## config.mk

```make
export PLATFORM = sky130hd
export DESIGN_NAME = mul_hazard_unit
export DESIGN_NICKNAME = d
export VERILOG_FILES = /design/src/rtl/mul_hazard_unit.sv
export SDC_FILE = /design/constraint.sdc
export NUM_CORES = 1
export LEC_CHECK = 0
export CORE_MARGIN = 2
export CORE_UTILIZATION = 42
export CTS_CLUSTER_DIAMETER = 150
export DETAILED_ROUTE_END_ITERATION = 16
export PLACE_DENSITY = 0.69
export SLEW_MARGIN = 20
export SYNTH_ARGS = -nofsm -noshare
export SYNTH_HDL_FRONTEND = slang
export SYNTH_SLANG_ARGS = --single-unit
export TNS_END_PERCENT = 5
```

## constraint.sdc

```tcl
create_clock -name clk -period 2.6 [get_ports clk]
set_input_delay 0.52 -clock clk [delete_from_list [all_inputs] [get_ports clk]]
set_output_delay 0.52 -clock clk [all_outputs]
set_load 0.05 [all_outputs]
```

## src/rtl/mul_hazard_unit.sv

```systemverilog
// Decode-side scoreboard for the pipelined multiplier: tracks in-flight multiply
// destinations, raises RAW/WAW/writeback-collision stalls and result bypass selects.
module mul_hazard_unit #(
    parameter int MUL_LAT = 4,
    parameter int ALU_LAT = 1
) (
    input  logic       clk,
    input  logic       rst,
    input  logic       id_valid,
    input  logic       id_is_mul,
    input  logic       id_regwrite,
    input  logic [4:0] id_rs1,
    input  logic [4:0] id_rs2,
    input  logic [4:0] id_rd,
    output logic       stall,
    output logic       issue,
    output logic       byp_rs1,
    output logic       byp_rs2,
    output logic       wb_mul_valid,
    output logic [4:0] wb_mul_rd,
    output logic [3:0] pend_cnt,
    output logic       busy
);

    // Entry i writes back after i more edges; index 0 is the writeback cycle.
    localparam logic [MUL_LAT-1:0] OLDER_MASK = {{(MUL_LAT-1){1'b1}}, 1'b0};
    localparam logic [MUL_LAT-1:0] WAW_MASK   = {MUL_LAT{1'b1}} << ALU_LAT;

    logic [MUL_LAT-1:0] pend_v_q;
    logic [MUL_LAT-1:0] pend_v_d;
    logic [4:0]         pend_rd_q [MUL_LAT];
    logic [4:0]         pend_rd_d [MUL_LAT];
    logic [3:0]         cnt_q;
    logic [3:0]         cnt_d;

    logic [MUL_LAT-1:0] hit_rs1;
    logic [MUL_LAT-1:0] hit_rs2;
    logic [MUL_LAT-1:0] hit_rd;
    logic               raw_rs1;
    logic               raw_rs2;
    logic               raw_stall;
    logic               waw_stall;
    logic               coll_stall;
    logic               insert;

    genvar gi;
    generate
        for (gi = 0; gi < MUL_LAT; gi++) begin : g_hit
            assign hit_rs1[gi] = pend_v_q[gi] && (pend_rd_q[gi] == id_rs1) && (id_rs1 != 5'd0);
            assign hit_rs2[gi] = pend_v_q[gi] && (pend_rd_q[gi] == id_rs2) && (id_rs2 != 5'd0);
            assign hit_rd[gi]  = pend_v_q[gi] && (pend_rd_q[gi] == id_rd)  && (id_rd  != 5'd0);
        end
    endgenerate

    // A younger match (index >= 1) overrides the writeback-cycle match.
    assign raw_rs1    = |(hit_rs1 & OLDER_MASK);
    assign raw_rs2    = |(hit_rs2 & OLDER_MASK);
    assign raw_stall  = id_valid && (raw_rs1 || raw_rs2);
    assign waw_stall  = id_valid && id_regwrite && (|(hit_rd & WAW_MASK));
    assign coll_stall = id_valid && id_regwrite && !id_is_mul && pend_v_q[ALU_LAT];

    assign stall   = raw_stall || waw_stall || coll_stall;
    assign issue   = id_valid && !stall;
    assign byp_rs1 = id_valid && hit_rs1[0] && !raw_rs1;
    assign byp_rs2 = id_valid && hit_rs2[0] && !raw_rs2;

    // Writes to x0 are architecturally discarded, so they never occupy an entry.
    assign insert = issue && id_is_mul && id_regwrite && (id_rd != 5'd0);

    generate
        for (gi = 0; gi < MUL_LAT - 1; gi++) begin : g_shift
            assign pend_v_d[gi]  = pend_v_q[gi+1];
            assign pend_rd_d[gi] = pend_rd_q[gi+1];
        end
    endgenerate

    assign pend_v_d[MUL_LAT-1]  = insert;
    assign pend_rd_d[MUL_LAT-1] = insert ? id_rd : 5'd0;

    always_comb begin
        cnt_d = '0;
        for (int i = 0; i < MUL_LAT; i++) begin
            cnt_d = cnt_d + 4'(pend_v_d[i]);
        end
    end

    generate
        for (gi = 0; gi < MUL_LAT; gi++) begin : g_entry
            always_ff @(posedge clk or posedge rst) begin
                if (rst) begin
                    pend_v_q[gi]  <= 1'b0;
                    pend_rd_q[gi] <= 5'd0;
                end else begin
                    pend_v_q[gi]  <= pend_v_d[gi];
                    pend_rd_q[gi] <= pend_rd_d[gi];
                end
            end
        end
    endgenerate

    always_ff @(posedge clk or posedge rst) begin
        if (rst) begin
            cnt_q <= '0;
        end else begin
            cnt_q <= cnt_d;
        end
    end

    assign wb_mul_valid = pend_v_q[0];
    assign wb_mul_rd    = pend_rd_q[0];
    assign pend_cnt     = cnt_q;
    assign busy         = (cnt_q != 4'd0);

endmodule
```

* After elaboration in Yosys (flattened, before gate mapping)
Index checks and enable logic that the tools add are counted.
** Cells by class
- Add/sub/neg operators :: 3
- Div/mod/pow operators :: 0
- Equal/unequal tests :: 11
- Muxes and demuxes :: 1
- $lt $le $gt $ge :: 0
- $mul :: 0
- Shift-type cells :: 0
- Reductions and logical operators :: 49
- Bitwise gates (word level) :: 0
** Operators by type and width (number)
- $eq 5x5->1 :: 11
- $logic_and 1x1->1 :: 35
- $reduce_bool 5->1 :: 3
- $reduce_or 3->1 :: 3
- $mux 5 :: 1
- $add 3x1->4 :: 1
- $logic_not 1->1 :: 4
- $reduce_bool 4->1 :: 1
- $add 2x1->3 :: 1
- $logic_or 1x1->1 :: 3
- $add 1x1->2 :: 1
** Storage, ports and cells
- Register bits :: 28
- Memory bits (writable) :: 0
- Memories :: 0
- Logic and storage cells :: 73
- Bits in read-only memories :: 0
- Bits in latches :: 0
- Output and inout bits :: 15
- Bits of input ports :: 20

* Longest topological paths before layout
Gate-level depths: netlist (run 1).
- Word-level depth :: 14
- Mapped depth :: 10

* Least setup slack after synthesis (run 1)
No wires, ideal clock.
- Path type :: input to output
- From :: input id_rs2[0]
- To :: output byp_rs2
- Data arrival time :: 2.622 ns
- Data required time :: 2.080 ns
- Buffers on the path :: 1
- Stages on the path :: 6
- Setup slack :: -0.542 ns
- Cells stage by stage :: clkbuf_1 xor2_1 nor4_1 nand3_1 nand3_1 nor4_1
** Between the ends
- Longest elaborated chain between the ends :: 6
** RTL lines
- from (decl) :: line 13 : input logic [4:0] id_rs2,
- $eq 5x5->1 :: line 50 : assign hit_rs2[gi] = pend_v_q[gi] && (pend_rd_q[gi] == id_rs2) && (id_rs2 != 5'd0);
- $logic_and 1x1->1 (2 in a row) :: line 50
- $reduce_or 3->1 :: line 57 : assign raw_rs2 = |(hit_rs2 & OLDER_MASK);
- $logic_not 1->1 :: line 65 : assign byp_rs2 = id_valid && hit_rs2[0] && !raw_rs2;
- $logic_and 1x1->1 (*) :: line 65
- to (decl) :: line 18 : output logic byp_rs2,
Mark *: on every way between the ends. The rest lies on a longest branch, timed or not.

* Worst setup path in the final report (run 1)
- From :: register pend_rd_q, in the netlist pend_rd_d[19]
- To :: output stall
** Between the ends
- Longest elaborated chain between the ends :: 8
** RTL lines
- from (decl) :: line 31 : logic [4:0] pend_rd_q [MUL_LAT];
- from (signal, indexed assignment) :: line 95 : pend_rd_q[gi] <= pend_rd_d[gi];
- $eq 5x5->1 (on tied branches) :: line 49, 50
- $logic_and 1x1->1 (on tied branches) (2 in a row) :: line 49, 50
- $reduce_or 3->1 (on tied branches) :: line 56, 57
- $logic_or 1x1->1 :: line 58 : assign raw_stall = id_valid && (raw_rs1 || raw_rs2);
- $logic_and 1x1->1 :: line 58
- $logic_or 1x1->1 (*) (2 in a row) :: line 62 : assign stall = raw_stall || waw_stall || coll_stall;
- to (decl) :: line 15 : output logic stall,
Marked as above.

==> metrics, run 1 <==
DP Wirelength=3.76 mm; Clk Tree Root Cell=clkbuf_8; vias per cell=5.10; Crit path largest cell delay=0.46 ns; H-tree Lvls=1; max-cap viol count=0; initial antenna violation count=0; R2R Setup Slk=-0.07 ns; Synth Instances=158; Slew Limit Fails=0; Synth top cells by count=xor2_1, dfrtp_1, xnor2_1; Leakage=1.19 nW; CP max FO=3; pwr/cell area=374 nW/um^2; post-synthesis compound-gate area fraction=3.03%; status=complete, but fails checks; routed wire length=4.86 mm; largest cells by area after synthesis=dfrtp_1, xor2_1, xnor2_1; Final ANT Viol Nets=0; worst path arrival time=2.23 ns; CP dominant cell by count=buf_4; total CTS buffers=3; synthesized-area fraction occupied by adder cells=2.66%; setup TNS=-0.377 ns; storage element area=676 um^2; Post-route DRC=0; Final #Nets=261; first-pass GRT wire length=7.98 mm; Critical Path Start=pend_rd_d[19]; VDD IR max=0.000239 V; Worst R2R End=pend_cnt[1]; mux share of post-synthesis cell area=0%; Initial Util=43.0%; hold path startpoint=pend_rd_d[12]; leading cell type by number of instances after synthesis=xor2_1; buffer levels on the longest clock path=2; crit path kind=flop to output port; clock period minus final worst setup slack=2.75 ns; final setup violation count=4; syn_nets=181; RePlAce Congestion=0.876; flops & latches, synth=27; final worst-path cycle share=106%; vias in the first global route=1647; Synth Cell Area=1700 um^2; Worst EP required=2.08 ns; n_diodes=0; Die Y-Extent=67.5 um; top cell type's share of synthesized area=39.9%; average wire per standard cell=16.9 um; largest area contributor in the netlist=dfrtp_1; Tot GR Track Use=24.5%; area of the multi-input gates=1010 um^2; Mean Syn Cell Area=10.7 um^2; num rows=23; Die Area=4560 um^2; worst r2r src=pend_rd_d[19]; hold endpoint=pend_rd_d[17]; Post-synth EDFFs=0; design area=2570 um^2; cell depth of the worst flop-to-flop path=9; simple-gate share of the synthesized area=20.1%; sequential fraction of the synthesis area=39.9%; violated checks=setup timing; largest net degree at the start of global routing=28; largest family of logic cells by synthesized area=XOR/XNOR gates; RSZ-0062 raised after global routing=true; hold depth=0; worst setup margin=-0.155 ns; CP max-delay cell=nor4_2; IO Port Bufs=33; final hold vios=0; Hold Crit Class=flop to flop; crit path cell chain=buf_4, xor2_1, nor4_2, and4_1, nor3_1, a31oi_1, buf_4, buf_12; Layout Skew=0.00885 ns; CP endpoint kind=output port; chip width=67.5 um; Fill cells=313; Area Growth Syn to Fin=51.7%; CORE AREA=3940 um^2; CTS sink cnt=27; detailed router's first-iteration violation count=47; CTS tree=built; Max Freq=363 MHz; DP Area=2360 um^2; DRT Pass-1 Iters=4; post-synth cell types=29; Worst-path clk slew=0.10 ns; Post-synth ARST share=100%; Worst Setup Start Kind=flop; grt ovf=0; num ports=35; Synth Area in XOR/XNOR=28.4%; Synth Flop Type=dfrtp_1; Warnings, synthesis=0; DR vias=1463; layout cells sized above 1=38.4%; Clock Latency Late Sink=0.28 ns
## sequential cells by signal (all words and copies together), names as in the netlist
register and count:
wb_mul_valid 1, pend_cnt 3, pend_v_d 3, pend_rd_d 15, wb_mul_rd 5
## cell families after synthesis
logic type | after synthesis
AOI/OAI and AO/OA | 6
other | 1
buffers and inverters | 15
xor gates and xnor gates | 55
adders and majority gates | 3
DFF | 27
and+or+nand+nor | 51
## cells in the final DEF (no fill, tap or decap), types with 2 or more instances in the layout
cell             Yosys  layout
buf_6                3       4
nor4_1               7       2
ha_1                 2       2
xnor2_1             26      26
nand4_1              6       6
dfrtp_1             27      27
or3_4                0       2
nand2_1              4       3
dlygate4sd2_1        0       7
nor4b_2              5       5
nor3_2               1       2
clkbuf_8             0       3
buf_12               0       3
inv_1                2       2
clkdlybuf4s15_2      0       5
nor4_2               0       5
buf_2                0       2
and4_1               4       4
nand3_1              9       9
nor2_1               4       4
clkdlybuf4s50_1      0      14
buf_4                5      52
xor2_1              29      28
nor3_1               5       3
## worst max-delay path, delay by kind of cell (launching register included)
family | cells | cell delay [ns]
buffers and inverters | 3 | 0.40
and+or+nand+nor | 3 | 0.82
xor gates and xnor gates | 1 | 0.16
AOI/OAI and AO/OA | 1 | 0.15
DFF | 1 | 0.41
## per-layer routing
layer	share of wire (%)	track usage [%]	wire length, um	up-vias
li1	-	-	-	704
met1	41	28.4	2000	717
met2	53	45.7	2590	33
met3	3.3	3.33	161	9
met4	2.0	8.67	99	0
met5	0	0	0	-
## what timing repair did
action | CTS | global route
setup endpoints to repair | 7 | 5
hold endpoints to repair | 0 | 0
hold buffers | 0 | 0
resized for setup | 47 | 4
buffers inserted | 10 | 1
pin swaps | 16 | 4
## per-stage QoR
stage,worst slack (ns),hold WS (ns),util [%],std cells,total power [mW]
final,-0.155,0.504,65.2,287,0.963
after floorplan,-0.287,0.429,-,158,0.599
after CTS,-0.115,0.497,65.1,286,0.968
after detailed placement,-0.825,0.424,59.9,272,0.715
after global placement,-0.743,0.418,59.9,272,0.706
after global routing,-0.267,0.513,65.2,287,1.01
## final cells by class
type,count,area share [%]
Multi-Input combinational cell,116,39.3
Timing Repair Buffer,88,29.9
Sequential cell,27,26.3
Tap cell,50,2.43
Clock buffer,3,1.61
Clock inverter,1,0.292
Inverter,2,0.292
## worst max path at each step
stage                        endpoint  slack, ns
after floorplan                 stall      -0.29
after global placement    pend_cnt[1]      -0.74
after detailed placement  pend_cnt[1]      -0.83
after CTS                       stall      -0.11
after global routing            stall      -0.27
final                           stall      -0.15
## report_power, final
group / internal [mW] / switching (mW)
clock: 0.109 / 0.137
combinational: 0.128 / 0.138
sequential: 0.434 / 0.0180
total: 0.671 / 0.292
Power figures use the tool's default switching activity.
==> inputs of run 2 (changes only) <==
--- a/config.mk
+++ b/config.mk
@@ -10,7 +10,7 @@
 export CTS_CLUSTER_DIAMETER = 150
 export DETAILED_ROUTE_END_ITERATION = 16
 export PLACE_DENSITY = 0.69
-export SLEW_MARGIN = 20
+export SLEW_MARGIN = 25
 export SYNTH_ARGS = -nofsm -noshare
 export SYNTH_HDL_FRONTEND = slang
 export SYNTH_SLANG_ARGS = --single-unit
==> results of run 2 <==
The final DEF is identical to that of run 1; final timing and power are the same.
==> inputs of run 3 (changes only) <==
--- a/config.mk
+++ b/config.mk
@@ -9,7 +9,7 @@
 export CORE_UTILIZATION = 42
 export CTS_CLUSTER_DIAMETER = 150
 export DETAILED_ROUTE_END_ITERATION = 16
-export PLACE_DENSITY = 0.69
+export PLACE_DENSITY = 0.81
 export SLEW_MARGIN = 25
 export SYNTH_ARGS = -nofsm -noshare
 export SYNTH_HDL_FRONTEND = slang
==> run 3 against run 2 <==
Net effect: the flow still finishes with violations (setup timing); combinational power barely moved; sequential share of layout area grew 0.35 points; largest power group unchanged; power is 0.24% lower; final cell count increased by 0.70%; register-to-register slack got worse by 0.06 ns; non-clock buffer count is 2 higher; setup slack got worse by 0.10 ns; die area unchanged; hold slack worse by 0.058 ns.
==> metrics, run 3 (same netlist as run 1, synthesis figures left out) <==
status=complete, but fails checks; violated checks=setup timing; Relative slew margins=65.0%; final worst-path cycle share=110%; n_diodes=0; Die Y-Extent=67.5 um; total CTS buffers=3; VDD IR max=0.000185 V; DP Area=2350 um^2; design area=2560 um^2; Worst R2R End=pend_cnt[1]; largest net degree at the start of global routing=28; Max Freq=350 MHz; crit path cell chain=dlygate4sd2_1, xor2_1, nor4_2, and4_1, nor3_1, a31oi_1, buf_4, buf_12; post-route insts no fill=289; setup TNS=-0.729 ns; num rows=23; Clk Tree Root Cell=clkbuf_8; vias in the first global route=1544; worst r2r src=pend_rd_d[16]; chip width=67.5 um; worst setup margin=-0.258 ns; Final #Nets=263; DP Cell Count=270; Tot GR Track Use=22.6%; Area Growth Syn to Fin=51.1%; first-pass GRT wire length=7.43 mm; final setup violation count=5; critical path endpoint=stall; routed wire length=4.85 mm; clock period minus final worst setup slack=2.86 ns; Post-route DRC=0; Layout Skew=0.00283 ns; Final ANT Viol Nets=0; DRT Pass-1 Iters=4; initial antenna violation count=0; Worst-path clk slew=0.09 ns; CTS tree=built; vias per cell=5.08; final hold vios=0; DP Wirelength=3.51 mm; most frequent cells in the layout=buf_4, xor2_1, xnor2_1; hold path startpoint=pend_rd_d[16]; DR vias=1468; R2R Setup Slk=-0.13 ns; cell depth of the worst flop-to-flop path=10; grt ovf=0; CP endpoint kind=output port; CP max-delay cell=nor4_2; CP max FO=5; worst hold margin=0.446 ns; H-tree Lvls=1; fin util=65.0%; buffer levels on the longest clock path=2; Hold Crit Class=flop to flop; CTS sink cnt=27; detailed router's first-iteration violation count=45; Clock Latency Late Sink=0.27 ns; Critical Path Start=id_rs1[1]; most common cell after layout, fill and taps aside=buf_4; Worst EP required=2.08 ns; hold depth=0; Slew @ Worst Pin=0.523 ns; average wire per standard cell=16.8 um; layout cells sized above 1=37.2%; num ports=35; pwr/cell area=375 nW/um^2; Fill cells=306; RSZ-0062 raised after global routing=true; Slew Limit Fails=0; IO Port Bufs=33; crit path kind=input pin to output port; max reg flops=15; CORE AREA=3940 um^2; max-cap viol count=0; Leakage=1.19 nW; Die Area=4560 um^2; Initial Util=43.0%; worst path arrival time=2.34 ns; RePlAce Congestion=0.861; Crit path largest cell delay=0.43 ns; Worst Setup Start Kind=input pin
[run 3: final cells by class]
cell class              instances  area (um^2)  area share [%]
flip-flops and latches         27          682            26.6
repair buffers                 90          788            30.8
multi-input cells             116          976            38.1
clock buffers                   3         41.3            1.61
clock inverters                 1         5.00           0.195
inverters                       2         7.51           0.293
well taps                      50         62.6            2.44
[run 3: layer usage]
metal / GRT usage, % / part of all wire [%]
met1: 28.0 / 42
met2: 41.5 / 53
met3: 2.17 / 3.0
met4: 5.87 / 1.8
met5: 0 / 0
[run 3: what timing repair did]
action                     4_1_cts  5_1_grt
buffers inserted                 9        6
pin swaps                       12        7
resized for setup               39        9
hold buffers                     0        0
setup endpoints to repair        7        5
[run 3: worst min-delay path by stage]
stage          slack [ns]             to
5_1_grt              0.46   wb_mul_rd[1]
2_1_floorplan        0.43    pend_v_d[1]
3_3_place_gp         0.42  pend_rd_d[12]
3_5_place_dp         0.42  pend_rd_d[12]
4_1_cts              0.50  pend_rd_d[12]
6_report             0.45   wb_mul_rd[1]
[run 3: through the flow]
| stage | total power, mW | worst slack, ns |
|---|---|---|
| floorplan | 0.599 | -0.287 |
| global placement | 0.705 | -0.756 |
| detailed placement | 0.713 | -0.880 |
| CTS | 0.955 | -0.157 |
| global route | 1.01 | -0.293 |
| finish | 0.961 | -0.258 |
[run 3: power breakdown]
| part | switching, mW | total (mW) | internal [mW] |
|---|---|---|---|
| logic | 0.141 | 0.269 | 0.128 |
| registers | 0.0168 | 0.451 | 0.434 |
| clock network | 0.133 | 0.240 | 0.108 |
[run 3: worst max-delay path, delay by kind of cell]
family,cells,cell delay (ns)
simple gates,3,0.80
buf+inv,3,0.61
xor+xnor,1,0.21
compound gates,1,0.19
